`src/rtl/lfsr_stepper.sv`:
```
// lfsr_stepper: start/ack LFSR stepping engine (Fibonacci or Galois) advancing N+1 steps per run.
// Optional macro LFSR_WRAP_DETECT_EN adds a sticky flag set when a run revisits the seed.
module lfsr_stepper #(
    parameter int               WIDTH     = 8,
    parameter int               CNT_WIDTH = 8,
    parameter logic [WIDTH-1:0] TAPS      = 8'hB8,
    parameter logic [WIDTH-1:0] SEED      = 1,
    parameter bit               GALOIS    = 0
) (
    input  logic                 clk,
    input  logic                 rst,
    input  logic                 start,
    input  logic [CNT_WIDTH-1:0] count,
    input  logic                 reseed,
    input  logic                 seed_load,
    input  logic [WIDTH-1:0]     seed_in,
    input  logic                 ack,
    output logic                 busy,
    output logic                 done,
    output logic [WIDTH-1:0]     lfsr_out,
    output logic                 zero_fix,
    output logic                 wrap
);
    typedef enum logic [1:0] {IDLE, RUN, DONE} state_t;
    state_t st, st_nx;
    logic [WIDTH-1:0] lfsr, seed_reg, stepped, seed_fixed;
    logic [CNT_WIDTH:0] cnt;
    logic [CNT_WIDTH-1:0] n;
    logic last, accept;

    function automatic logic [WIDTH-1:0] step_fn(input logic [WIDTH-1:0] s);
        if (GALOIS) return (s >> 1) ^ (s[0] ? TAPS : '0);
        return {s[WIDTH-2:0], ^(s & TAPS)};
    endfunction

    assign stepped    = step_fn(lfsr);
    assign seed_fixed = (seed_in == '0) ? {{(WIDTH-1){1'b0}}, 1'b1} : seed_in;
    // counter is one bit wider than count so the max count cannot wrap
    assign last       = (cnt == {1'b0, n});
    assign accept     = (st == IDLE) && start && !seed_load;
    assign busy       = (st != IDLE);
    assign done       = (st == DONE);

    always_comb begin
        st_nx = st;
        st_nx = (st == IDLE) ? (accept ? RUN : IDLE) :
                (st == RUN)  ? (last ? DONE : RUN) :
                               (ack ? IDLE : DONE);
    end

    always_ff @(posedge clk or posedge rst) begin
        if (rst) begin
            st       <= IDLE;
            lfsr     <= SEED;
            seed_reg <= SEED;
            lfsr_out <= '0;
            zero_fix <= 1'b0;
            cnt      <= '0;
            n        <= '0;
        end else begin
            st <= st_nx;
            if (st == IDLE && seed_load) begin
                lfsr     <= seed_fixed;
                seed_reg <= seed_fixed;
                zero_fix <= (seed_in == '0);
            end else if (accept) begin
                n   <= count;
                cnt <= '0;
                if (reseed) lfsr <= seed_reg;
            end else if (st == RUN) begin
                lfsr <= stepped;
                cnt  <= cnt + 1'b1;
                if (last) lfsr_out <= stepped;
            end
        end
    end

`ifdef LFSR_WRAP_DETECT_EN
    always_ff @(posedge clk or posedge rst) begin
        if (rst) wrap <= 1'b0;
        else if (accept) wrap <= 1'b0;
        else if (st == RUN && stepped == seed_reg) wrap <= 1'b1;
    end
`else
    assign wrap = 1'b0;
`endif
endmodule

```
`config.mk`:
```
export PLATFORM = sky130hd
export DESIGN_NAME = lfsr_stepper
export DESIGN_NICKNAME = d
export VERILOG_FILES = /design/src/rtl/lfsr_stepper.sv
export SDC_FILE = /design/constraint.sdc
export NUM_CORES = 1
export LEC_CHECK = 0
export BUFFER_PORTS_ARGS = -buffer_cell sky130_fd_sc_hd__buf_2
export CORE_ASPECT_RATIO = 1.2
export CORE_MARGIN = 10
export CORE_UTILIZATION = 30
export CTS_BUF_LIST = sky130_fd_sc_hd__clkbuf_16
export DETAILED_ROUTE_END_ITERATION = 8
export PLACE_DENSITY = 0.59
export SETUP_SLACK_MARGIN = 0.15
export SLEW_MARGIN = 20
export SYNTH_ARGS = -nofsm -noshare
export SYNTH_HDL_FRONTEND = slang
export SYNTH_SLANG_ARGS = --single-unit
```
`constraint.sdc`:
```
create_clock -name clk -period 3.58 [get_ports clk]
set_input_delay 0.537 -clock clk [delete_from_list [all_inputs] [get_ports clk]]
set_output_delay 0.537 -clock clk [all_outputs]
set_load 0.005 [all_outputs]
```
==> impl_table.tex, run 1 <==
\begin{tabular}{lr}
\hline
Metric & Value \\
\hline
\multicolumn{2}{l}{\textbf{Drt}} \\
\quad DR WL/cell & 14.99 um \\
\quad Vias per cell & 4.810 \\
\quad Initial drt markers & 111 \\
\quad DR vias & 1491 \\
\quad Post-route ant nets & 0 \\
\quad Number of remaining DRC errors & 0 \\
\quad Total detailed-routing wirelength & 4648 um \\
\quad Drt pass-1 iters & 6 \\
\multicolumn{2}{l}{\textbf{Placement}} \\
\quad Total half-perimeter wirelength after legalization and detailed placement & 3476 um \\
\quad Port Buffers & 32 \\
\quad Cell area after placement & 0.002272 mm\^{}2 \\
\quad RD Place Congestion & 0.7696 \\
\quad Number of placed instances, taps included & 302 \\
\quad DP Worst Slack & 1.521 ns \\
\multicolumn{2}{l}{\textbf{Cells and area}} \\
\quad Flip-flop count of the largest register after layout & 9 \\
\quad Area growth syn-to-layout & 19.79\% \\
\quad Area of all placed cells without fillers & 0.002446 mm\^{}2 \\
\quad \# nets final & 247 \\
\quad Register ranked first by flip-flop count & cnt \\
\quad Antenna diode count & 0 \\
\quad Fill cells & 664 \\
\quad Most frequent cells in the layout & dfrtp\_1 (42), buf\_2 (32), nand2\_1 (31) \\
\quad Sequential standard cell area & 0.001104 mm\^{}2 \\
\quad Most frequent standard cell in the layout excluding fill and tap cells & dfrtp\_1 \\
\quad Proportion of layout cells with a drive suffix above 1 & 28.44\% \\
\quad Area of combinational cells with multiple inputs & 852.1 um\^{}2 \\
\quad Non-filler instance count after layout & 310 \\
\multicolumn{2}{l}{\textbf{Critical path}} \\
\quad Endpoint required time on the critical path & 3.75 ns \\
\quad Data arrival time at the worst-slack endpoint & 2.21 ns \\
\quad Type of the setup path with the least slack & reg -> reg \\
\quad Maximum fanout along the worst path & 9 \\
\quad Critical Path End Type & register \\
\quad Origin of the critical flop-to-flop path & cnt[2] \\
\quad Reg2reg setup slack & 1.55 ns \\
\quad Type of origin of the critical path & register \\
\quad Worst r2r dst & lfsr\_out[3] \\
\quad Logic depth of the worst register-to-register path & 5 \\
\multicolumn{2}{l}{\textbf{Die}} \\
\quad Standard cell core area & 0.006526 mm\^{}2 \\
\quad Row cnt & 32 \\
\quad Die Footprint & 0.01052 mm\^{}2 \\
\quad Width of the die & 95.32 um \\
\quad Initial Util & 31.29\% \\
\quad Number of primary I/O pins & 34 \\
\quad Die span in y & 110.4 um \\
\multicolumn{2}{l}{\textbf{CTS}} \\
\quad H-tree level count & 2 \\
\quad TritonCTS clock tree & built \\
\quad Clock slew at reported path FFs & 0.07 ns \\
\quad Clock root buffer & clkbuf\_16 \\
\quad TritonCTS sink count & 44 \\
\quad Max Root-Sink Buffers & 2 \\
\quad Post-CTS Hold Buffers & 0 \\
\quad Source-to-sink clock delay at the later pin of the worst-skew pair & 0.28 ns \\
\quad Post-cts repair resize count & 0 \\
\quad Number of clock buffers inserted by TritonCTS & 5 \\
\quad Post-CTS Setup Repair Bufs & 0 \\
\multicolumn{2}{l}{\textbf{Yosys}} \\
\quad Sequential-to-total area share from yosys stat & 54.04\% \\
\quad Flip-flop and latch count after synthesis & 44 \\
\quad Synthesized area per cell & 10.69 um\^{}2 \\
\quad Post-Synthesis Cell Area & 0.002042 mm\^{}2 \\
\quad Net count after synthesis & 214 \\
\quad Synthesized instance count & 191 \\
\quad Count of warnings emitted by yosys & 0 \\
\quad Unique cell type count in the Yosys netlist & 38 \\
\multicolumn{2}{l}{\textbf{Power and ir drop}} \\
\quad Power per cell area & 873.4 mW/mm\^{}2 \\
\quad Worst ir drop on vdd & 0.4135 mV \\
\quad Net Sw Power & 0.0007146 W \\
\quad Register share of total power & 43.6\% \\
\quad Internal power & 0.001422 W \\
\quad Clock share of power & 24.5\% \\
\quad Gate power share & 31.9\% \\
\quad Switching portion of total power & 33.45\% \\
\quad Leakage & 1.148 nW \\
\multicolumn{2}{l}{\textbf{Outcome}} \\
\quad Run status & completed \\
\multicolumn{2}{l}{\textbf{Global routing}} \\
\quad Pin count of the biggest net entering global routing & 30 \\
\quad Antenna violations before repair & 0 \\
\quad M3 GR Usage & 3.112\% \\
\quad Total track usage & 9.463\% \\
\quad Met2 Usage GRT & 16.24\% \\
\quad M1 GR Usage & 11.03\% \\
\quad Number of global-route vias before repair & 1597 \\
\quad Routing layer with the top usage in global route & met2 \\
\quad Total overflow reported by the global router & 0 \\
\quad Wire length of the first global-routing pass & 7776 um \\
\multicolumn{2}{l}{\textbf{Timing}} \\
\quad Final Skew & 0.007573 ns \\
\quad Final slew viol count & 0 \\
\quad Final critical-path share of the clock period & 56.83\% \\
\quad Max transition margin & 48.65\% \\
\quad Peak clock frequency supported by timing & 491.5 MHz \\
\quad Hold violation total from the final report & 0 \\
\quad Worst-case setup margin in the final layout & 1.546 ns \\
\quad Time the final worst path needs with I/O delays and setup & 2.034 ns \\
\quad Actual transition at the worst max-transition pin & 0.7699 ns \\
\quad Total negative slack & 0 ns \\
\quad Finish-stage setup viols & 0 \\
\quad Setup repair after global routing missed its margin & no \\
\quad Hold WS & 0.3097 ns \\
\multicolumn{2}{l}{\textbf{Flow run}} \\
\quad Max-cap violations & 0 \\
\multicolumn{2}{l}{\textbf{Worst hold path}} \\
\quad Class of the most critical hold timing path & in -> async \\
\hline
\end{tabular}
## through the flow
stage | utilization (%) | total power (W)
3_5_place_dp | 34.82 | 0.001634
2_1_floorplan | - | 0.001434
4_1_cts | 37.44 | 0.002167
5_1_grt | 37.48 | 0.002309
6_report | 37.48 | 0.002136
3_3_place_gp | 34.82 | 0.001617
## power by group through the flow
stage	registers (W)	clock network (W)	logic (W)
final	0.000932	0.000522	0.000682
after global routing	0.000965	0.000559	0.000785
after detailed placement	0.000941	0	0.000693
after global placement	0.000940	0	0.000677
after floorplan	0.000881	0	0.000553
after CTS	0.000934	0.000538	0.000696
## worst max path at each step
stage	start	to	cells past startpoint
floorplan	cnt[2]	lfsr_out[0]	7
global route	st[1]	n[6]	5
detailed placement	cnt[2]	lfsr_out[3]	5
global placement	cnt[2]	lfsr_out[3]	5
finish	cnt[2]	lfsr_out[3]	5
CTS	cnt[2]	lfsr_out[3]	5
## routing by layer
| layer | up-vias | part of all wire [%] |
|---|---|---|
| li1 | 727 | - |
| met1 | 728 | 42 |
| met2 | 30 | 51 |
| met3 | 6 | 5.5 |
| met4 | 0 | 1.1 |
| met5 | - | 0 |
## worst max-delay path, stage by stage (launching register included)
cell and delay, ns:
dfrtp_1 0.45, xnor2_1 0.18, nand3_1 0.13, a2111oi_4 0.29, and3_1 0.48, mux2_2 0.39
## synthesized netlist by cell type
| master | n | area, um^2 |
|---|---|---|
| dfrtp_1 | 42 | 1051 |
| o21ai_1 | 1 | 5.000 |
| nand3b_1 | 1 | 7.510 |
| ha_1 | 1 | 12.51 |
| or4_1 | 1 | 7.510 |
| mux2_2 | 15 | 168.9 |
| clkbuf_1 | 3 | 11.26 |
| nor2b_1 | 2 | 12.51 |
| a2111oi_4 | 1 | 27.53 |
| nand4_1 | 3 | 18.77 |
| a211o_1 | 1 | 8.760 |
| a21oi_2 | 1 | 8.760 |
| xor2_1 | 4 | 35.03 |
| nor4_1 | 1 | 6.260 |
| nand3_1 | 1 | 5.000 |
| a22o_1 | 1 | 8.760 |
| nand2_1 | 31 | 116.4 |
| nand2b_4 | 1 | 13.76 |
| dfstp_2 | 2 | 52.55 |
| o21ai_0 | 5 | 25.02 |
| conb_1 | 1 | 3.750 |
| nor2_1 | 18 | 67.56 |
| a21o_2 | 1 | 8.760 |
| and2_0 | 1 | 6.260 |
| buf_2 | 2 | 10.01 |
| o21a_1 | 1 | 7.510 |
| inv_1 | 10 | 37.54 |
| buf_6 | 2 | 22.52 |
| a211oi_1 | 1 | 7.510 |
| buf_4 | 1 | 7.510 |
| or3_1 | 2 | 12.51 |
| a41oi_1 | 1 | 8.760 |
| nor3_1 | 1 | 5.000 |
| xnor2_1 | 9 | 78.83 |
| o22ai_1 | 1 | 6.260 |
| a21oi_1 | 10 | 50.05 |
| and3_1 | 3 | 18.77 |
| a222oi_1 | 8 | 80.08 |
## cells by family (layout without fill, tap and decap cells)
kind of cell | Yosys count | after routing | synth area share, %
adder cells (fa/ha/maj) | 1 | 1 | 0.6126
multiplexers | 15 | 15 | 8.272
AND/OR/NAND/NOR | 66 | 66 | 14.58
buffers and inverters | 18 | 52 | 4.351
other | 1 | 1 | 0.1836
XOR/XNOR | 13 | 13 | 5.576
AO/OA/AOI/OAI | 33 | 33 | 12.38
flip-flops | 44 | 44 | 54.04
## cell type report
type | count | area share (%)
tap | 85 | 4.348
multi-input combinational | 129 | 34.83
clock inverter | 3 | 1.893
timing repair buffer | 34 | 7.161
clock buffer | 5 | 5.115
sequential | 44 | 45.12
inverter | 10 | 1.535
Note: power is estimated with default switching activity, not from simulation.
==> run 2: changes to the inputs <==
Clock period 3.58 ns to 2.03 ns, I/O delays scaled along.
==> impl_table.tex, run 2 (same netlist as run 1, synthesis figures left out) <==
\begin{tabular}{lr}
\hline
Metric & Value \\
\hline
\multicolumn{2}{l}{\textbf{Die}} \\
\quad Standard cell core area & 0.006526 mm\^{}2 (unchanged) \\
\quad Number of primary I/O pins & 34 (unchanged) \\
\quad Die Footprint & 0.01052 mm\^{}2 (unchanged) \\
\quad Row cnt & 32 (unchanged) \\
\quad Initial Util & 31.29\% (unchanged) \\
\quad Die span in y & 110.4 um (unchanged) \\
\quad Width of the die & 95.32 um (unchanged) \\
\multicolumn{2}{l}{\textbf{CTS}} \\
\quad Clock root buffer & clkbuf\_16 \\
\quad Post-CTS Hold Buffers & 0 (unchanged) \\
\quad Post-CTS Setup Repair Bufs & 0 (unchanged) \\
\quad Clock slew at reported path FFs & 0.06 ns (about the same) \\
\quad H-tree level count & 2 (unchanged) \\
\quad Max Root-Sink Buffers & 2 (unchanged) \\
\quad TritonCTS clock tree & built \\
\quad TritonCTS sink count & 44 (unchanged) \\
\quad Source-to-sink clock delay at the later pin of the worst-skew pair & 0.28 ns (about the same) \\
\quad Number of clock buffers inserted by TritonCTS & 5 (unchanged) \\
\multicolumn{2}{l}{\textbf{Critical path}} \\
\quad Endpoint of the most critical setup path & lfsr\_out[4] \\
\quad Reg2reg setup slack & 0.27 ns (-1.27 ns) \\
\quad Type of origin of the critical path & register \\
\quad Type of the setup path with the least slack & reg -> reg \\
\quad Maximum fanout along the worst path & 9 (unchanged) \\
\quad Logic depth of the worst register-to-register path & 6 (+1) \\
\quad Endpoint required time on the critical path & 2.20 ns (-1.55 ns) \\
\quad Crit path launch & cnt[1] \\
\quad Worst r2r dst & lfsr\_out[4] \\
\quad Data arrival time at the worst-slack endpoint & 1.93 ns (-0.28 ns) \\
\quad Critical Path End Type & register \\
\quad Origin of the critical flop-to-flop path & cnt[1] \\
\multicolumn{2}{l}{\textbf{Placement}} \\
\quad Number of placed instances, taps included & 309 (+2.3\%) \\
\quad Total half-perimeter wirelength after legalization and detailed placement & 3423 um (-1.5\%) \\
\quad RD Place Congestion & 0.8088 (+5.1\%) \\
\quad Port Buffers & 32 (unchanged) \\
\multicolumn{2}{l}{\textbf{Drt}} \\
\quad Total detailed-routing wirelength & 4613 um (-0.75\%) \\
\quad Drt pass-1 iters & 4 (-2) \\
\quad Number of remaining DRC errors & 0 (unchanged) \\
\quad Post-route ant nets & 0 (unchanged) \\
\quad DR WL/cell & 14.55 um (-2.9\%) \\
\quad DR vias & 1509 (+1.2\%) \\
\quad Initial drt markers & 121 (+9.0\%) \\
\quad Vias per cell & 4.760 (-1.0\%) \\
\multicolumn{2}{l}{\textbf{Outcome}} \\
\quad Run status & completed \\
\multicolumn{2}{l}{\textbf{Timing}} \\
\quad Hold violation total from the final report & 0 (unchanged) \\
\quad Final critical-path share of the clock period & 86.52\% (+30 points) \\
\quad Actual transition at the worst max-transition pin & 0.6265 ns (-0.1434 ns) \\
\quad Total negative slack & 0 ns (unchanged) \\
\quad Final slew viol count & 0 (unchanged) \\
\quad Time the final worst path needs with I/O delays and setup & 1.756 ns (-0.2782 ns) \\
\quad Setup repair after global routing missed its margin & no \\
\quad Final Skew & 0.002983 ns (-0.004591 ns) \\
\quad Peak clock frequency supported by timing & 569.4 MHz (+16\%) \\
\quad Finish-stage setup viols & 0 (unchanged) \\
\quad Max transition margin & 57.95\% (+9.3 points) \\
\multicolumn{2}{l}{\textbf{Global routing}} \\
\quad Wire length of the first global-routing pass & 7852 um (+0.98\%) \\
\quad Pin count of the biggest net entering global routing & 45 (+50\%) \\
\quad Antenna violations before repair & 0 (unchanged) \\
\quad Total track usage & 9.436\% (-0.027 points) \\
\quad Number of global-route vias before repair & 1621 (+1.5\%) \\
\quad Total overflow reported by the global router & 0 (unchanged) \\
\multicolumn{2}{l}{\textbf{Cells and area}} \\
\quad Antenna diode count & 0 (unchanged) \\
\quad Flip-flop count of the largest register after layout & 9 (unchanged) \\
\quad Most frequent standard cell in the layout excluding fill and tap cells & dfrtp\_1 \\
\quad Fill cells & 624 (-6.0\%) \\
\quad Area growth syn-to-layout & 23.71\% \\
\quad Register ranked first by flip-flop count & cnt \\
\quad \# nets final & 254 (+2.8\%) \\
\quad Most frequent cells in the layout & dfrtp\_1 (41), buf\_2 (32), nand2\_1 (31) \\
\quad Proportion of layout cells with a drive suffix above 1 & 31.03\% (+2.6 points) \\
\quad Non-filler instance count after layout & 317 (+2.3\%) \\
\multicolumn{2}{l}{\textbf{Worst hold path}} \\
\quad Class of the most critical hold timing path & in -> async \\
\multicolumn{2}{l}{\textbf{Power and ir drop}} \\
\quad Power per cell area & 1528 mW/mm\^{}2 (+75\%) \\
\quad Worst ir drop on vdd & 0.6388 mV (+55\%) \\
\quad Leakage & 1.188 nW (+3.4\%) \\
\multicolumn{2}{l}{\textbf{Flow run}} \\
\quad Max-cap violations & 0 (unchanged) \\
\hline
\end{tabular}
## run 2: cell types whose count changed in the layout (fill, tap and decap cells not counted)
cell        change
clkinv_4        +1
buf_12          +2
clkinvlp_4      -1
and2_0          -1
buf_4           +5
dfrtp_2         +1
inv_6           -1
and2_1          +1
and3_1          -1
and3_4          +1
clkinv_1        +1
dfrtp_1         -1
## run 2: what timing repair did
action | in CTS | in global routing
resized for setup | 1 | 3
pin swaps | 1 | 3
setup endpoints to repair | 8 | 10
## run 2: how the worst min path moves through the flow
stage                     slack [ns]          end  depth (start not counted)
after floorplan                 0.41  seed_reg[1]                          2
after global routing            0.21         n[6]                          3
after global placement          0.45  seed_reg[0]                          2
after CTS                       0.18     zero_fix                          3
after detailed placement        0.46  seed_reg[0]                          2
final                           0.15         n[6]                          3
## run 2: final cells by class
cell class	count	area [um^2]	share of cell area, %
Clock inverter	3	42.54	1.684
Tap cell	85	106.4	4.210
Inverter	10	37.54	1.486
Sequential cell	44	1105	43.73
Timing Repair Buffer	41	252.7	10.00
Multi-Input combinational cell	129	857.1	33.93
Clock buffer	5	125.1	4.953
## run 2: critical path, cell delays in order (launching register included)
cell and delay [ns]:
dfrtp_2 0.44, xnor2_1 0.15, nand3_1 0.13, a2111oi_4 0.24
and3_4 0.25, buf_12 0.12, mux2_2 0.33
## run 2: per-layer routing
layer | track usage, % | vias to the layer above | part of all wire (%)
li1 | - | 743 | -
met1 | 10.99 | 723 | 41
met3 | 2.774 | 7 | 5.7
met5 | 0 | - | 0
met4 | 3.212 | 0 | 1.4
met2 | 16.15 | 36 | 52
## run 2: per-stage QoR
step	worst slack (ns)	power (W)	area [um^2]	utilization (%)	hold WS, ns
after floorplan	0.2445	0.002530	2042	-	0.4099
after global placement	0.1853	0.002953	2350	36.00	0.4475
after CTS	0.1554	0.003913	2522	38.65	0.1839
after detailed placement	0.1617	0.002975	2350	36.00	0.4609
final	0.2737	0.003859	2526	38.71	0.1451
after global routing	0.1748	0.004166	2526	38.71	0.2093
## run 2: report_power, final
part           switching [W]  internal [W]  total [W]
sequential          0.000322       0.00130    0.00162
combinational       0.000632      0.000694    0.00133
clock               0.000332      0.000578   0.000910
total                0.00129       0.00257    0.00386
==> run 3: changes to the inputs <==
Settings changed: CORE_MARGIN 10 to default, CORE_UTILIZATION 30 to 55, PLACE_DENSITY 0.59 to 0.89.
==> impl_table.tex, run 3 (same netlist as run 1, synthesis figures left out) <==
\begin{tabular}{lr}
\hline
Metric & Value \\
\hline
\multicolumn{2}{l}{\textbf{Timing}} \\
\quad Final Skew & 0.007493 ns (+0.004510 ns) \\
\quad Peak clock frequency supported by timing & 556.8 MHz (-2.2\%) \\
\quad Hold WS & 0.1490 ns (+0.003817 ns) \\
\quad Finish-stage setup viols & 0 (unchanged) \\
\quad Hold violation total from the final report & 0 (unchanged) \\
\quad Final critical-path share of the clock period & 88.48\% (+2.0 points) \\
\quad Actual transition at the worst max-transition pin & 0.9453 ns (+0.3188 ns) \\
\quad Max transition margin & 36.75\% (-21 points) \\
\quad Setup repair after global routing missed its margin & no \\
\quad Final slew viol count & 0 (unchanged) \\
\quad Total negative slack & 0 ns (unchanged) \\
\quad Time the final worst path needs with I/O delays and setup & 1.796 ns (+0.03980 ns) \\
\multicolumn{2}{l}{\textbf{Power and ir drop}} \\
\quad Worst ir drop on vdd & 1.013 mV (+59\%) \\
\quad Leakage & 1.164 nW (-2.0\%) \\
\quad Power per cell area & 1556 mW/mm\^{}2 (+1.9\%) \\
\multicolumn{2}{l}{\textbf{Drt}} \\
\quad Vias per cell & 6.045 (+27\%) \\
\quad DR vias & 1614 (+7.0\%) \\
\quad Post-route ant nets & 0 (unchanged) \\
\quad Number of remaining DRC errors & 1 (+1) \\
\quad Total detailed-routing wirelength & 4527 um (-1.9\%) \\
\quad Initial drt markers & 134 (+11\%) \\
\quad DR WL/cell & 16.96 um (+17\%) \\
\quad Drt pass-1 iters & 9 (+5) \\
\multicolumn{2}{l}{\textbf{CTS}} \\
\quad H-tree level count & 2 (unchanged) \\
\quad Max Root-Sink Buffers & 2 (unchanged) \\
\quad Post-CTS Hold Buffers & 0 (unchanged) \\
\quad Source-to-sink clock delay at the later pin of the worst-skew pair & 0.29 ns (about the same) \\
\quad TritonCTS sink count & 44 (unchanged) \\
\quad Clock root buffer & clkbuf\_16 \\
\quad Clock slew at reported path FFs & 0.06 ns (about the same) \\
\quad TritonCTS clock tree & built \\
\quad Number of clock buffers inserted by TritonCTS & 5 (unchanged) \\
\multicolumn{2}{l}{\textbf{Global routing}} \\
\quad Total overflow reported by the global router & 0 (unchanged) \\
\quad Pin count of the biggest net entering global routing & 45 (unchanged) \\
\quad Antenna violations before repair & 0 (unchanged) \\
\quad Wire length of the first global-routing pass & 7355 um (-6.3\%) \\
\quad Total track usage & 25.52\% (+16 points) \\
\quad Number of global-route vias before repair & 1544 (-4.8\%) \\
\multicolumn{2}{l}{\textbf{Cells and area}} \\
\quad Most frequent standard cell in the layout excluding fill and tap cells & dfrtp\_1 \\
\quad Antenna diode count & 0 (unchanged) \\
\quad Register ranked first by flip-flop count & cnt \\
\quad Proportion of layout cells with a drive suffix above 1 & 29.57\% (-1.5 points) \\
\quad Most frequent cells in the layout & dfrtp\_1 (42), buf\_2 (32), nand2\_1 (31) \\
\quad Area growth syn-to-layout & 17.83\% \\
\quad \# nets final & 252 (-0.79\%) \\
\quad Flip-flop count of the largest register after layout & 9 (unchanged) \\
\multicolumn{2}{l}{\textbf{Die}} \\
\quad Initial Util & 59.13\% (+28 points) \\
\quad Die span in y & 68.75 um (-38\%) \\
\quad Number of primary I/O pins & 34 (unchanged) \\
\quad Width of the die & 57.62 um (-40\%) \\
\quad Row cnt & 23 (-28\%) \\
\quad Die Footprint & 0.003961 mm\^{}2 (-62\%) \\
\quad Standard cell core area & 0.003453 mm\^{}2 (-47\%) \\
\multicolumn{2}{l}{\textbf{Critical path}} \\
\quad Maximum fanout along the worst path & 4 (-5) \\
\quad Endpoint required time on the critical path & 2.20 ns (about the same) \\
\quad Data arrival time at the worst-slack endpoint & 1.97 ns (+0.04 ns) \\
\quad Type of origin of the critical path & register \\
\quad Critical Path End Type & register \\
\quad Type of the setup path with the least slack & reg -> reg \\
\multicolumn{2}{l}{\textbf{Placement}} \\
\quad Total half-perimeter wirelength after legalization and detailed placement & 3062 um (-11\%) \\
\quad RD Place Congestion & 0.8552 (+5.7\%) \\
\quad Port Buffers & 32 (unchanged) \\
\multicolumn{2}{l}{\textbf{Outcome}} \\
\quad Run status & finished, violations left \\
\quad Violated checks & DRC \\
\multicolumn{2}{l}{\textbf{Worst hold path}} \\
\quad Class of the most critical hold timing path & in -> async \\
\multicolumn{2}{l}{\textbf{Flow run}} \\
\quad Max-cap violations & 0 (unchanged) \\
\hline
\end{tabular}
run 3: worst paths after layout:
path / startpoint / to / slack (ns) / cells past startpoint
setup / recovery: cnt[1] / lfsr_out[1] / 0.23 / 5
max in group asynchronous: rst / lfsr[0] / 1.51 / 3
setup reg to reg: cnt[1] / lfsr_out[1] / 0.23 / 5
hold / removal: rst / n[1] / 0.15 / 3
min in group clk: count[3] / n[3] / 0.22 / 3
hold reg to reg: seed_reg[7] / seed_reg[7] / 0.48 / 2
run 3: area by class of cell:
| class | instances | area [um^2] |
|---|---|---|
| Inverter | 10 | 37.54 |
| Tap cell | 37 | 46.29 |
| Multi-Input combinational cell | 130 | 862.1 |
| Timing Repair Buffer | 38 | 217.7 |
| Clock buffer | 5 | 125.1 |
| Fill cell | 257 | 1047 |
| Clock inverter | 3 | 13.76 |
| Sequential cell | 44 | 1104 |
run 3: critical path, stage by stage, from the launching register on:
cell       delay, ns
dfrtp_1         0.42
xnor2_1         0.19
nand3_1         0.14
a2111oi_4       0.28
and3_2          0.31
mux2_2          0.34
run 3: routing by layer:
metal  routed length, um  share of wire (%)  track usage [%]  vias up
li1                    -                  -                -      738
met5                   0                  0                0        -
met3                 293                6.5            5.037       10
met4                  78                1.7            9.146        0
met2                2433                 54            46.95       72
met1                1721                 38            29.72      794
run 3: through the flow:
stage	instance area, um^2	instances	utilization [%]	setup slack [ns]	total power (W)
6_report	2406	267	69.67	0.2339	0.003744
5_1_grt	2406	267	69.67	0.1567	0.003979
4_1_cts	2399	266	69.46	0.1676	0.003729
3_5_place_dp	2255	258	65.29	0.02945	0.002944
3_3_place_gp	2255	258	65.29	0.09416	0.002883
2_1_floorplan	2042	191	-	0.2445	0.002530
run 3: timing repair:
item	in CTS	in global routing
pin swaps	0	2
gates resized for setup	2	0
setup endpoints to repair	8	8
gates cloned	0	1
setup buffers	0	0
run 3: power by group:
part | switching [W] | leakage [nW] | internal [W]
clock network | 0.000325 | 0.0710 | 0.000447
registers | 0.000344 | 0.545 | 0.00130
logic | 0.000658 | 0.548 | 0.000671
